==> src/rtl/rnn_input_feeder.sv <==
// Byte-to-vector packer, vector FIFO and start handshake feeding the RNN core.
// Build option: define RNN_FEED_UNDERFLOW_HOLD_EN to hold idata on underflow.
module rnn_input_feeder #(
    parameter int unsigned DEPTH        = 16,
    parameter int unsigned START_THRESH = 4
) (
    input  logic                     clk,
    input  logic                     reset,
    input  logic                     s_valid,
    input  logic [7:0]               s_data,
    input  logic                     s_last,
    output logic                     s_ready,
    input  logic                     busy,
    input  logic                     i_en,
    output logic                     ready,
    output logic [31:0]              idata,
    output logic                     underflow,
    output logic [$clog2(DEPTH):0]   vec_count
);

    localparam int unsigned AW = $clog2(DEPTH);
    localparam int unsigned CW = AW + 1;

    typedef enum logic [1:0] {
        IDLE,
        ARMED,
        RUN
    } state_t;

    state_t         state;
    state_t         state_next;

    logic [1:0]     byte_idx;
    logic [31:0]    word_buf;
    logic [31:0]    word_asm;
    logic           xfer;
    logic           push;
    logic           pop;

    logic [31:0]    mem [DEPTH];
    logic [AW-1:0]  wr_ptr;
    logic [AW-1:0]  rd_ptr;
    logic [CW-1:0]  count;

    logic           frame_end;
    logic [31:0]    idata_r;
    logic           underflow_r;

    // Bytes above byte_idx are always zero in word_buf, so an early s_last
    // yields a zero-padded word without extra masking.
    assign s_ready   = !reset && (count != CW'(DEPTH));
    assign xfer      = s_valid && s_ready;
    assign word_asm  = word_buf | ({24'h0, s_data} << {byte_idx, 3'b000});
    assign push      = xfer && ((byte_idx == 2'd3) || s_last);
    assign pop       = i_en && (count != '0);

    assign vec_count = count;
    assign idata     = idata_r;
    assign underflow = underflow_r;

    always_ff @(posedge clk) begin
        if (reset) begin
            byte_idx <= '0;
            word_buf <= '0;
        end else if (xfer) begin
            if (push) begin
                byte_idx <= '0;
                word_buf <= '0;
            end else begin
                byte_idx <= byte_idx + 2'd1;
                word_buf <= word_asm;
            end
        end
    end

    // A push only follows an accepted byte, and bytes are refused when full.
    always_ff @(posedge clk) begin
        if (push) begin
            mem[wr_ptr] <= word_asm;
        end
    end

    always_ff @(posedge clk) begin
        if (reset) begin
            wr_ptr <= '0;
            rd_ptr <= '0;
            count  <= '0;
        end else begin
            if (push) begin
                wr_ptr <= wr_ptr + AW'(1);
            end
            if (pop) begin
                rd_ptr <= rd_ptr + AW'(1);
            end
            case ({push, pop})
                2'b10:   count <= count + CW'(1);
                2'b01:   count <= count - CW'(1);
                default: count <= count;
            endcase
        end
    end

    always_ff @(posedge clk) begin
        if (reset) begin
            idata_r     <= '0;
            underflow_r <= 1'b0;
        end else if (i_en) begin
            if (count != '0) begin
                idata_r <= mem[rd_ptr];
            end else begin
                underflow_r <= 1'b1;
`ifdef RNN_FEED_UNDERFLOW_HOLD_EN
                idata_r     <= idata_r;
`else
                idata_r     <= '0;
`endif
            end
        end
    end

    always_ff @(posedge clk) begin
        if (reset) begin
            state     <= IDLE;
            frame_end <= 1'b0;
        end else begin
            state <= state_next;
            // A frame ending on the same edge the core finishes is kept.
            if (push && s_last) begin
                frame_end <= 1'b1;
            end else if (state == RUN && !busy) begin
                frame_end <= 1'b0;
            end
        end
    end

    always_comb begin
        state_next = state;
        ready      = 1'b0;
        case (state)
            IDLE: begin
                if ((count >= CW'(START_THRESH)) || (frame_end && (count != '0))) begin
                    state_next = ARMED;
                end
            end
            ARMED: begin
                ready = 1'b1;
                if (busy) begin
                    state_next = RUN;
                end
            end
            RUN: begin
                if (!busy) begin
                    state_next = IDLE;
                end
            end
            default: begin
                state_next = IDLE;
            end
        endcase
    end

endmodule

==> config.mk <==
export PLATFORM = sky130hd
export DESIGN_NAME = rnn_input_feeder
export DESIGN_NICKNAME = d
export VERILOG_FILES = /design/src/rtl/rnn_input_feeder.sv
export SDC_FILE = /design/constraint.sdc
export NUM_CORES = 1
export LEC_CHECK = 0
export CORE_ASPECT_RATIO = 1.4
export CORE_MARGIN = 2
export CORE_UTILIZATION = 25
export CTS_BUF_LIST = sky130_fd_sc_hd__clkbuf_16
export CTS_CLUSTER_SIZE = 28
export DETAILED_ROUTE_END_ITERATION = 16
export DONT_BUFFER_PORTS = 1
export PLACE_DENSITY = 0.41
export SYNTH_ARGS = -nofsm -noshare
export SYNTH_HDL_FRONTEND = slang
export SYNTH_SLANG_ARGS = --single-unit
==> constraint.sdc <==
create_clock -name clk -period 4.6 [get_ports clk]
set_input_delay 0.23 -clock clk [delete_from_list [all_inputs] [get_ports clk]]
set_output_delay 0.23 -clock clk [all_outputs]
set_load 0.01 [all_outputs]
# After elaboration in Yosys (flattened, before gate mapping)
# Memories as Yosys holds them, arrays and structs flattened. A register that Yosys moved wholly into a read port is not among the register bits.
# Cells that the tools add are included.
[classes] add_sub_neg=5 n_mul=0 n_div=0 n_lt_le_gt_ge=1 eq_ne=9 shifts=1 mux=15 bitwise_logic=2 n_reduce_logical=17
[op_table] cell="$mux W32" n=2
[op_table] cell="$or A32 B32 Y32" n=1
[op_table] cell="$shl A8 B5 Y32" n=1
[op_table] cell="$pmux W5 S2" n=1
[op_table] cell="$add A4 B1 Y4 const B" n=2
[op_table] cell="$mux W2" n=4
[op_table] cell="$mux W4" n=2
[op_table] cell="$logic_and A1 B1 Y1" n=7
[op_table] cell="$eq A2 B2 Y1 const B" n=3
[op_table] cell="$ne A2 B2 Y1 const B" n=3
[op_table] cell="$pmux W2 S3" n=1
[op_table] cell="$add A5 B1 Y5 const B" n=1
[op_table] cell="$ge A5 B3 Y1 const B" n=1
[op_table] cell="$mux W1" n=5
[op_table] cell="$ne A5 B5 Y1 const B" n=1
[op_table] cell="$reduce_bool A5 Y1" n=1
[op_table] cell="$sub A5 B1 Y5 const B" n=1
[op_table] cell="$eq A2 B1 Y1 const B" n=2
[op_table] cell="$reduce_bool A2 Y1" n=2
[op_table] cell="$reduce_and A3 Y1" n=1
[op_table] cell="$add A2 B1 Y2 const B" n=1
[op_table] cell="$logic_not A1 Y1" n=2
[op_table] cell="$logic_not A2 Y1" n=1
[op_table] cell="$logic_or A1 B1 Y1" n=2
[op_table] cell="other kinds (2)" n=2
[word_totals] regBits=83 latchBits=0 mem_bits_rw=512 romBits=0 elab_cells=60 mem_count=1
[memory_table] name="mem" words=16 word_bits=32 read_ports=1 rd_clocked_by_memory_dff=1 write_ports=1 line_no="40" text="logic [31:0] mem [DEPTH];"

# Logic depth before layout (Yosys ltp)
[depth] word_depth=6 depth_mapped=12

# Worst setup path before layout
# OpenSTA, ideal clock, no wires.
[synth_timing] path_kind="register to register" from="register count[1], in the netlist vec_count[1]" to="memory mem[0][0] (enable)" setup_ns=0.461 t_arrival_ns=3.515 required_ns=4.139 setup_slack_ns=0.624 path_stages_with_launch=5 synth_period_minus_slack_ns=3.976 path_cell_list="dfxtp_1 -> nor4_4 -> a2111oi_4 -> nand2_1 -> nor3_1"
[synth_via] elab_chain_len=6
[synth_lines] element="from (decl)" line_no="43" text="logic [CW-1:0] count;"
[synth_lines] element="from (signal assigned)" line_no="96" text="2'b10: count <= count + CW'(1);"
[synth_lines] element="from (signal assigned)" line_no="97" text="2'b01: count <= count - CW'(1);"
[synth_lines] element="from (signal assigned)" line_no="98" text="default: count <= count;"
[synth_lines] element="$ne A5 B5 Y1" line_no="51" text="assign s_ready = !reset && (count != CW'(DEPTH));"
[synth_lines] element="$logic_and A1 B1 Y1" line_no="51"
[synth_lines] element="$logic_and A1 B1 Y1" line_no="52" text="assign xfer = s_valid && s_ready;"
[synth_lines] element="$logic_and A1 B1 Y1" line_no="54" text="assign push = xfer && ((byte_idx == 2'd3) || s_last);"
[synth_lines] element="$mux W1" line_no="78" text="if (push) begin"
[synth_lines] element="$mux W1 (implied by the code)" line_no="79" text="mem[wr_ptr] <= word_asm;"
[synth_lines] element="to (decl)" line_no="40"
# Every way passes these cells.

# Final worst setup path
[layout_timing] from="register count[2], in the netlist vec_count[2]" to="register count[4], in the netlist vec_count[4]"
[layout_via] elab_chain_len=6
[layout_lines] element="$ne A5 B5 Y1" line_no="51"
[layout_lines] element="$logic_and A1 B1 Y1" line_no="51"
[layout_lines] element="$logic_and A1 B1 Y1" line_no="52"
[layout_lines] element="$logic_and A1 B1 Y1" line_no="54"
[layout_lines] element="$eq A2 B1 Y1 or $eq A2 B2 Y1 (tied branches)" line_no="95" text="case ({push, pop})"
[layout_lines] element="$pmux W5 S2 or $reduce_bool A2 Y1 (tied branches)"
# Several ways; a longest one is shown, not always the timed one.
# A chain may end at the register's enable or synchronous reset.

==> impl_results.md <==
* Startpoint types: flip-flop
* Relative slew slack at 29.9%
* Max Slew Vio Count at 0
* Initial core utilization at 25.2%
* Clock latency on the worst-skew pair at 640 ps
* Vias in the first global route at 11.8k
* RR Endpoint: vec_count[4]
* Max FO, Critical Path at 12
* Clock sinks at 599
* DIE WIDTH at 259 um
* Outcome: finished, final reports clean
* Hold Startpoint: s_last
* Max cap viols at 0
* Largest net degree at the start of global routing at 46
* I/O pin total at 54
* CTS root buffer: clkbuf_16
* Critical Path RT at 5130 ps
* Most frequent cell after synthesis: edfxtp_1
* Ys Warns at 0
* Htree depth at 2
* Hpwl dp at 33.7 mm
* Drt initial violations at 672
* Worst path bufs/invs at 1
* Top cell type's share of synthesized area at 67.3%
* Hold Path Class: input pin to flip-flop
* Vias per cell at 4.54
* Core Area at 0.0908 mm2
* Post-CTS sizing at 0
* Clock Skews at 40.1 ps
* Worst IR Drop VDD at 0.287 mV
* CTS tree: done
* DP Area at 0.0245 mm2
* Critical R2R Launch: vec_count[2]
* Synth cell types at 50
* Flops & latches, synth at 599
* Share of cells above drive strength 1 at 25.3%
* DRC viols at 0
* Most used cell, CP: ha_1
* Synth area leaders: edfxtp_1 (67%), mux4_2 (13%), dfxtp_1 (7.6%)
* Top Family by Delay on Critical Path: compound AO/OA/AOI/OAI gates
* Hold path endpoint: wr_ptr[0]
* CTS Buf Count at 59
* Total vias in the final route at 11.1k
* CP Data Arrival Time at 3780 ps
* Area growth, synth to finish at 16.2%
* First-pass GRT wire length at 88.6 mm
* Slowest cell on crit path: dfxtp_1
* Total gr overflow at 0
* Drt pass-1 iters at 6
* Wirelength per Cell at 25.2 um
* DRT Wirelength at 61.4 mm
* Gpl congestion at 0.683
* Worst-margin pin slew at 1050 ps
* Max stage delay on crit path at 630 ps
* Final ANT Viol Nets at 0
* R2r setup slk at 1360 ps
* Seq/Total Area, Yosys at 74.9%
* Top cells by count, synth: edfxtp_1 (512), mux4_2 (128), nor2_1 (94), dfxtp_1 (87)
* Syn Inst Count at 1150
* IO buf count at 0
* Mapped cell area at 0.0228 mm2
* Clock Path Buffers at 3
* Leakage at 0.00847 uW
* Chip height at 362 um
* Max Freq at 0.308 GHz
* Mapped Nets at 1173
* Die ar. at 0.0938 mm2
* Fin crit share at 70.5%
* Setup violators final at 0
* # rows at 131
* Setup TNS at 0 ps
* Final Hold Violating Endpoints at 0
* Final Cell Area at 0.0265 mm2
* RSZ-0062 raised after global routing: false
* EDFF count, synth at 512
* Avg Cell Area, Syn at 19.9 um2
* Critical path cell sequence: nor4_4 -> a2111oi_4 -> inv_2 -> ha_1 -> xor2_1 -> ha_1 -> a21oi_1 -> a32oi_1 -> a31oi_1 -> mux2_2
* Total track usage at 13.2%
* Critical path class: flip-flop to flip-flop
* Min Tclk post-route at 3240 ps
* Ys flop type: edfxtp_1
* Antenna violations before repair at 5
* Dominant cell type by area after synthesis: edfxtp_1
* Endpoint class of the critical path: flip-flop
* Hold Path Depth at 4
* Clock transition at path regs at 70 ps
* Fin nets at 1207
* R2R cell count at 10
* Pwr/cell area at 473 mW/mm2
* Post-synthesis async set-or-reset flop share at 0%
worst max-delay path by stage:
stage	depth (start not counted)	slack, ps	startpoint	to
5_1_grt	10	1120	vec_count[2]	vec_count[4]
3_5_place_dp	10	1390	vec_count[2]	vec_count[4]
2_1_floorplan	4	620	vec_count[1]	mem[0][0]
6_report	10	1360	vec_count[2]	vec_count[4]
4_1_cts	10	1370	vec_count[2]	vec_count[4]
3_3_place_gp	10	1400	vec_count[2]	vec_count[4]
power by group:
part           switching [uW]  internal [uW]
Combinational             767            746
Clock                    2120           2670
Sequential                221           6020
routing by layer:
layer	GRT usage, %	part of all wire [%]	up-vias
met5	0	0	-
met4	2.93	1.7	0
met3	2.38	5.2	61
met2	23.2	51	262
met1	16.9	42	5965
li1	-	-	4764
registers in the layout (all words and copies together), names as in the netlist, named ones only:
name,cells
mem,512
idata,32
word_buf,32
vec_count,5
rd_ptr,4
wr_ptr,4
byte_idx,2
state,2
frame_end,1
underflow,1
cell families after synthesis:
logic type,Yosys count,synth area share [%]
buf+inv,83,1.58
mux,197,15.8
flops,599,74.9
xor+xnor,8,0.307
fa+ha+maj,9,0.493
simple gates,131,2.55
compound gates,123,4.30
repair_timing:
| item | in CTS | in global routing |
|---|---|---|
| endpoints found under the hold margin | 53 | 0 |
| hold buffers | 15 | 0 |
| setup buffers | 0 | 0 |
| setup endpoints to repair | 0 | 0 |
cells in the final DEF, fill, tap and decap left out, drive strengths merged, types with 28 or more instances in the layout:
master / instances
a21o: 33
a221o: 32
a31oi: 35
buf: 33
clkbuf: 59
clkinv: 28
dfxtp: 87
edfxtp: 512
mux2: 34
mux2i: 35
mux4: 128
nor2: 94
worst min-delay path: stages:
cell and delay [ps]:
nor2_1 220, a2111oi_4 130, nand2_1 70, a21oi_1 50
cell type report:
| class | count | area [um2] |
|---|---|---|
| fillers | 8975 | 64300 |
| multi-input cells | 468 | 5510 |
| clock buffers | 59 | 1480 |
| flip-flops and latches | 599 | 17100 |
| diodes | 2 | 5.00 |
| clock inverters | 53 | 408 |
| repair buffers | 48 | 485 |
| well taps | 1197 | 1500 |
| inverters | 8 | 30.0 |
through the flow:
step | utilization (%) | worst slack (ps) | total power (uW) | std cells | hold slack, ps
2_1_floorplan | - | 624 | 7430 | 1150 | 347
3_3_place_gp | 27.0 | 1400 | 7890 | 2305 | 305
3_5_place_dp | 27.0 | 1390 | 7900 | 2305 | 300
4_1_cts | 29.2 | 1370 | 12800 | 2432 | 82.0
5_1_grt | 29.2 | 1120 | 13100 | 2432 | 155
6_report | 29.2 | 1360 | 12500 | 2434 | 115
Note: power is estimated with default switching activity, not from simulation.
